`config.mk`:
```
export PLATFORM = sky130hd
export DESIGN_NAME = stopwatch_ctrl_flat
export DESIGN_NICKNAME = d
export VERILOG_FILES = /design/src/rtl/stopwatch_ctrl_if.sv /design/src/rtl/stopwatch_ctrl.sv /design/src/flat_wrapper.sv
export SDC_FILE = /design/constraint.sdc
export NUM_CORES = 1
export LEC_CHECK = 0
export CORE_UTILIZATION = 47
export CTS_CLUSTER_SIZE = 14
export DETAILED_ROUTE_END_ITERATION = 10
export PLACE_DENSITY = 0.88
export SKIP_LAST_GASP = 1
export SLEW_MARGIN = 20
export SYNTH_ARGS = -nofsm -noshare
export SYNTH_HDL_FRONTEND = slang
export SYNTH_SLANG_ARGS = --single-unit
```
`constraint.sdc`:
```
create_clock -name clk -period 2.65 [get_ports clk]
set_clock_uncertainty 0.2 [all_clocks]
set_input_delay 0.3975 -clock clk [delete_from_list [all_inputs] [get_ports clk]]
set_output_delay 0.3975 -clock clk [all_outputs]
set_load 0.03 [all_outputs]
```
`src/rtl/stopwatch_ctrl_if.sv`:
```
// stopwatch_ctrl_if: button pulses, test-value load and display/status outputs
// between the stopwatch controller and its surroundings.
// master drives buttons and the load strobe; slave is the controller itself.
interface stopwatch_ctrl_if;
  logic        btn_start_stop;
  logic        btn_clear;
  logic        btn_lap;
  logic [31:0] test_value;
  logic        latch_test_value;
  logic [31:0] elapsed;
  logic [31:0] display_value;
  logic        running;
  logic        tick;
  logic        overflow;
  logic        lap_active;

  modport master (
    output btn_start_stop,
    output btn_clear,
    output btn_lap,
    output test_value,
    output latch_test_value,
    input  elapsed,
    input  display_value,
    input  running,
    input  tick,
    input  overflow,
    input  lap_active
  );

  modport slave (
    input  btn_start_stop,
    input  btn_clear,
    input  btn_lap,
    input  test_value,
    input  latch_test_value,
    output elapsed,
    output display_value,
    output running,
    output tick,
    output overflow,
    output lap_active
  );
endinterface

```
`src/rtl/stopwatch_ctrl.sv`:
```
// stopwatch_ctrl: STOPPED/RUNNING state machine, clk-to-tick prescaler and the
// 32-bit elapsed counter with load > clear > start/stop > count arbitration.
// Optional lap freeze of display_value is built when STOPWATCH_LAP_EN is defined.
module stopwatch_ctrl #(
  parameter int unsigned CLK_FREQ = 100000000,
  parameter int unsigned TICK_HZ  = 100
) (
  input logic             clk,
  input logic             resetn,
  stopwatch_ctrl_if.slave sw
);

  localparam int unsigned DIV = CLK_FREQ / TICK_HZ;
  localparam int unsigned PCW = (DIV > 1) ? $clog2(DIV) : 1;
  localparam int unsigned CW  = 32;

  localparam logic [PCW-1:0] PC_LAST = PCW'(DIV - 1);
  localparam logic [CW-1:0]  CNT_MAX = {CW{1'b1}};

  localparam logic [0:0] STOPPED = 1'b0;
  localparam logic [0:0] RUNNING = 1'b1;

  logic [0:0]     state_q,    state_d;
  logic [PCW-1:0] pcount_q,   pcount_d;
  logic [CW-1:0]  elapsed_q,  elapsed_d;
  logic           tick_q,     tick_d;
  logic           overflow_q, overflow_d;
  logic           terminal_c;

`ifdef STOPWATCH_LAP_EN
  logic           lap_active_q, lap_active_d;
  logic [CW-1:0]  lap_value_q,  lap_value_d;
`else
  logic           unused_btn_lap;
`endif

  // Prescaler wrap point; only meaningful while running
  assign terminal_c = (state_q == RUNNING) && (pcount_q == PC_LAST);

  // Next-state: load beats clear beats start/stop and counting
  always_comb begin
    state_d    = state_q;
    pcount_d   = pcount_q;
    elapsed_d  = elapsed_q;
    tick_d     = 1'b0;
    overflow_d = overflow_q;
`ifdef STOPWATCH_LAP_EN
    lap_active_d = lap_active_q;
    lap_value_d  = lap_value_q;
`endif

    if (sw.latch_test_value) begin
      elapsed_d  = sw.test_value;
      pcount_d   = '0;
      overflow_d = 1'b0;
`ifdef STOPWATCH_LAP_EN
      lap_active_d = 1'b0;
`endif
      // A start/stop arriving with the load still toggles the run state
      if (sw.btn_start_stop) begin
        state_d = ~state_q;
      end
    end else if (sw.btn_clear) begin
      elapsed_d  = '0;
      pcount_d   = '0;
      overflow_d = 1'b0;
      state_d    = STOPPED;
`ifdef STOPWATCH_LAP_EN
      lap_active_d = 1'b0;
`endif
    end else begin
      if (terminal_c) begin
        // Terminal count increments even when a stop arrives in the same cycle
        pcount_d  = '0;
        elapsed_d = elapsed_q + CW'(1);
        tick_d    = 1'b1;
        if (elapsed_q == CNT_MAX) begin
          overflow_d = 1'b1;
        end
      end else if ((state_q == RUNNING) && !sw.btn_start_stop) begin
        // The stop edge itself holds the prescaler so a pause keeps the fraction
        pcount_d = pcount_q + PCW'(1);
      end

      if (sw.btn_start_stop) begin
        state_d = ~state_q;
      end

`ifdef STOPWATCH_LAP_EN
      // Lap toggles: release from any state, capture only while running
      if (sw.btn_lap) begin
        if (lap_active_q) begin
          lap_active_d = 1'b0;
        end else if (state_q == RUNNING) begin
          lap_active_d = 1'b1;
          lap_value_d  = elapsed_d;
        end
      end
`endif
    end
  end

  // State and datapath registers with synchronous active-low reset
  always_ff @(posedge clk) begin
    if (!resetn) begin
      state_q    <= STOPPED;
      pcount_q   <= '0;
      elapsed_q  <= '0;
      tick_q     <= 1'b0;
      overflow_q <= 1'b0;
    end else begin
      state_q    <= state_d;
      pcount_q   <= pcount_d;
      elapsed_q  <= elapsed_d;
      tick_q     <= tick_d;
      overflow_q <= overflow_d;
    end
  end

`ifdef STOPWATCH_LAP_EN
  // Lap flag and frozen display value
  always_ff @(posedge clk) begin
    if (!resetn) begin
      lap_active_q <= 1'b0;
      lap_value_q  <= '0;
    end else begin
      lap_active_q <= lap_active_d;
      lap_value_q  <= lap_value_d;
    end
  end

  assign sw.lap_active    = lap_active_q;
  assign sw.display_value = lap_active_q ? lap_value_q : elapsed_q;
`else
  assign unused_btn_lap   = sw.btn_lap;
  assign sw.lap_active    = 1'b0;
  assign sw.display_value = elapsed_q;
`endif

  assign sw.elapsed  = elapsed_q;
  assign sw.running  = (state_q == RUNNING);
  assign sw.tick     = tick_q;
  assign sw.overflow = overflow_q;

endmodule

```
`src/flat_wrapper.sv`:
```
// flat-port wrapper written by rule: the top's interface ports become plain ports
module stopwatch_ctrl_flat 
#(
  parameter int unsigned CLK_FREQ = 100000000,
  parameter int unsigned TICK_HZ  = 100
)
  (clk, resetn, sw_btn_start_stop, sw_btn_clear, sw_btn_lap, sw_test_value, sw_latch_test_value, sw_elapsed, sw_display_value, sw_running, sw_tick, sw_overflow, sw_lap_active);
  stopwatch_ctrl_if sw_i ();
  input logic clk;
  input logic resetn;
  input wire logic [$bits(sw_i.btn_start_stop)-1:0] sw_btn_start_stop;
  input wire logic [$bits(sw_i.btn_clear)-1:0] sw_btn_clear;
  input wire logic [$bits(sw_i.btn_lap)-1:0] sw_btn_lap;
  input wire logic [$bits(sw_i.test_value)-1:0] sw_test_value;
  input wire logic [$bits(sw_i.latch_test_value)-1:0] sw_latch_test_value;
  output wire logic [$bits(sw_i.elapsed)-1:0] sw_elapsed;
  output wire logic [$bits(sw_i.display_value)-1:0] sw_display_value;
  output wire logic [$bits(sw_i.running)-1:0] sw_running;
  output wire logic [$bits(sw_i.tick)-1:0] sw_tick;
  output wire logic [$bits(sw_i.overflow)-1:0] sw_overflow;
  output wire logic [$bits(sw_i.lap_active)-1:0] sw_lap_active;
  assign sw_i.btn_start_stop = sw_btn_start_stop;
  assign sw_i.btn_clear = sw_btn_clear;
  assign sw_i.btn_lap = sw_btn_lap;
  assign sw_i.test_value = sw_test_value;
  assign sw_i.latch_test_value = sw_latch_test_value;
  assign sw_elapsed = sw_i.elapsed;
  assign sw_display_value = sw_i.display_value;
  assign sw_running = sw_i.running;
  assign sw_tick = sw_i.tick;
  assign sw_overflow = sw_i.overflow;
  assign sw_lap_active = sw_i.lap_active;
  stopwatch_ctrl #(.CLK_FREQ(CLK_FREQ), .TICK_HZ(TICK_HZ)) u_core (.clk(clk), .resetn(resetn), .sw(sw_i));
endmodule
```
==> out/qor.yml <==
status: "finished clean"
cap_viol_max_count: 0
synth_common_cells: "dfxtp_1, nand2_1, buf_4"
yosys.area_share.simple_pct: 26.2
path_class: "register to register"
vias: 3541
syn_inst: 421
rrSetupSlack_ns: 0.19
dp.final_hpwl_mm: 6.86
ys_seq_area_share_pct: 32.9
synthMuxAreaShare_pct: 0.599
gp_congestion: 0.925
critical_path_buf_inv_count: 1
ys_types: 56
ctsResizeCount: 0
synth_edf_count: 0
netlist.area_leader.share_pct: 32.9
cts_tree: "yes"
yosysMostFrequentCell: "dfxtp_1"
track_usage_pct: 25.1
tightestPinTransition_ns: 0.647
clock_latency_ns: 0.31
maxSlewHeadroom_pct: 56.4
grt_max_degree: 30
grt.overflow.total: 0
rows: 30
final_cells: 600
vias_per_cell: 5.90
grt_pass1_vias: 3163
setup_ws_ns: 0.192
first_pass_iters: 6
drc: 0
cts-buffers-inserted: 5
timing.final.crit_share_pct: 92.7
area_growth_pct: 33.6
fmax_mhz: 407
hold_violations: 0
p_leak_uw: 0.00152
clkTransAtPathRegs_ns: 0.09
n_antenna_cell: 0
fin_crit_ns: 2.46
dp_slack_ns: 0.166
syn_area_mm2: 0.00334
die_w_um: 86.3
finalMaxSlewViolations: 0
slowest_delay_ns: 0.62
h-tree-depth: 2
ios: 106
drive_gt1_share_pct: 9.33
critical_path.startpoint_type: "register"
synth-compound-area-share_pct: 22.0
place.detailed.instances: 592
synthAdderAreaFrac_pct: 1.12
setup_violations: 0
cts_root_buf: "clkbuf_8"
die-area_mm2: 0.00745
wl_mm: 9.47
yosys_warnings: 0
ant_nets: 0
ys.flop_type: "dfxtp_1"
initial_core_util_pct: 48.9
r2r-start: "u_core.pcount_q[9]"
clk_path_buf_depth: 2
antenna_found_initial: 0
setup_tns_ns: 0
synth_top_family_by_area: "simple AND/OR/NAND/NOR gates"
ir_worst_vdd_uv: 209
synth_xor_xnor_area_share_pct: 5.50
cp.depth: 6
crit_family: "simple AND/OR/NAND/NOR gates"
avgSynthCellArea_um2: 7.94
endpoint_kind: "register"
slowest_stage: "or4b_2"
cp_max_fo: 7
ctsHoldBuffers: 0
port_buffers: 103
post_drt_wl_per_cell_um: 15.8
r2r-end: "u_core.sw.display_value[29]"
synth_nets: 462
fin_area_mm2: 0.00446
cp_data_required_time_ns: 2.68
grt_first_pass_wirelength_mm: 15.1
drtIter0Drc: 262
core_mm2: 0.00683
rsz0062_at_grt: "false"
startpoint: "u_core.pcount_q[9]"
async_reset_ff_share_pct: 0
path_cells: "or4b_2 > nor4_2 > buf_4 > a21oi_1 > or3_1 > o21ai_0"
r2r_cells: 6
hold_class: "register to register"
synth_area_leaders: "dfxtp_1, buf_4, nand2_1"
critPathArrivalTime_ns: 2.49
holdWs_ns: 0.281
postCtsSetupRepairBufs: 0
nets: 544
power.density_mw_per_mm2: 382
crit_end: "u_core.sw.display_value[29]"
yosysTopAreaCell: "dfxtp_1"
die_y_um: 86.3
post_dp_cell_area_mm2: 0.00437
cts_sinks: 55
ys_ff_latch: 55
## registers in the layout, indices dropped and copies added, names as in the netlist
signal                   flops
u_core.sw.tick               1
u_core.sw.overflow           1
u_core.sw.running            1
u_core.pcount_q             20
u_core.sw.display_value     32
## worst min-delay path: stages, from the launching register on
cell     delay, ns
dfxtp_1       0.33
a41oi_1       0.05
nor2_1        0.07
## power breakdown
part | switching [uW] | internal, uW | total (uW)
registers | 27.9 | 845 | 873
clock network | 269 | 215 | 484
logic | 183 | 165 | 347
## through the flow
step / power, uW / util (%)
after detailed placement: 1240 / 64.0
after global routing: 1770 / 65.3
after CTS: 1710 / 65.3
after global placement: 1230 / 64.0
final: 1700 / 65.3
after floorplan: 1090 / -
## worst min path at each step
stage,to,start,depth (start not counted),slack (ns)
6_report,u_core.sw.overflow,u_core.sw.overflow,2,0.28
5_1_grt,u_core.sw.overflow,u_core.sw.overflow,2,0.32
4_1_cts,u_core.sw.overflow,u_core.sw.overflow,2,0.28
3_5_place_dp,u_core.sw.overflow,u_core.sw.overflow,2,0.26
3_3_place_gp,u_core.sw.overflow,u_core.sw.overflow,2,0.28
2_1_floorplan,u_core.pcount_q[1],u_core.pcount_q[1],2,0.29
## logic make-up after synthesis
group | count (synthesis)
multiplexers | 2
XOR/XNOR | 21
AO/OA/AOI/OAI | 108
flip-flops | 55
other | 1
adder cells (fa/ha/maj) | 3
AND/OR/NAND/NOR | 167
buffers and inverters | 64
## layout by cell type (no fill, tap or decap), types with 13 or more instances in the layout
| cell type | count |
|---|---|
| a21oi_1 | 28 |
| nand2_1 | 40 |
| nor2_1 | 33 |
| clkdlybuf4s50_1 | 103 |
| dfxtp_1 | 55 |
| nand4_1 | 19 |
| nand3_1 | 17 |
| nor3_1 | 13 |
| o21ai_0 | 18 |
| buf_4 | 27 |
## layout make-up
type                            instances  area, um^2
Fill cell                             581        2370
Multi-Input combinational cell        302        1860
Timing Repair Buffer                  131        1250
Sequential cell                        55        1100
Tap cell                               96         120
Clock buffer                            7        86.3
Inverter                                8        30.0
Clock inverter                          1        8.76
## metal layers
metal  vias to the layer above  global-route usage [%]  part of all wire [%]  wire (um)
met5                         -                       0                     0          0
met4                         0                    8.64                   1.7        165
met3                        22                    4.48                   8.4        791
met2                       188                    42.9                    49       4610
met1                      1650                    31.8                    41       3910
li1                       1681                       -                     -          -
No activity file was read; power rests on OpenSTA's default activity.
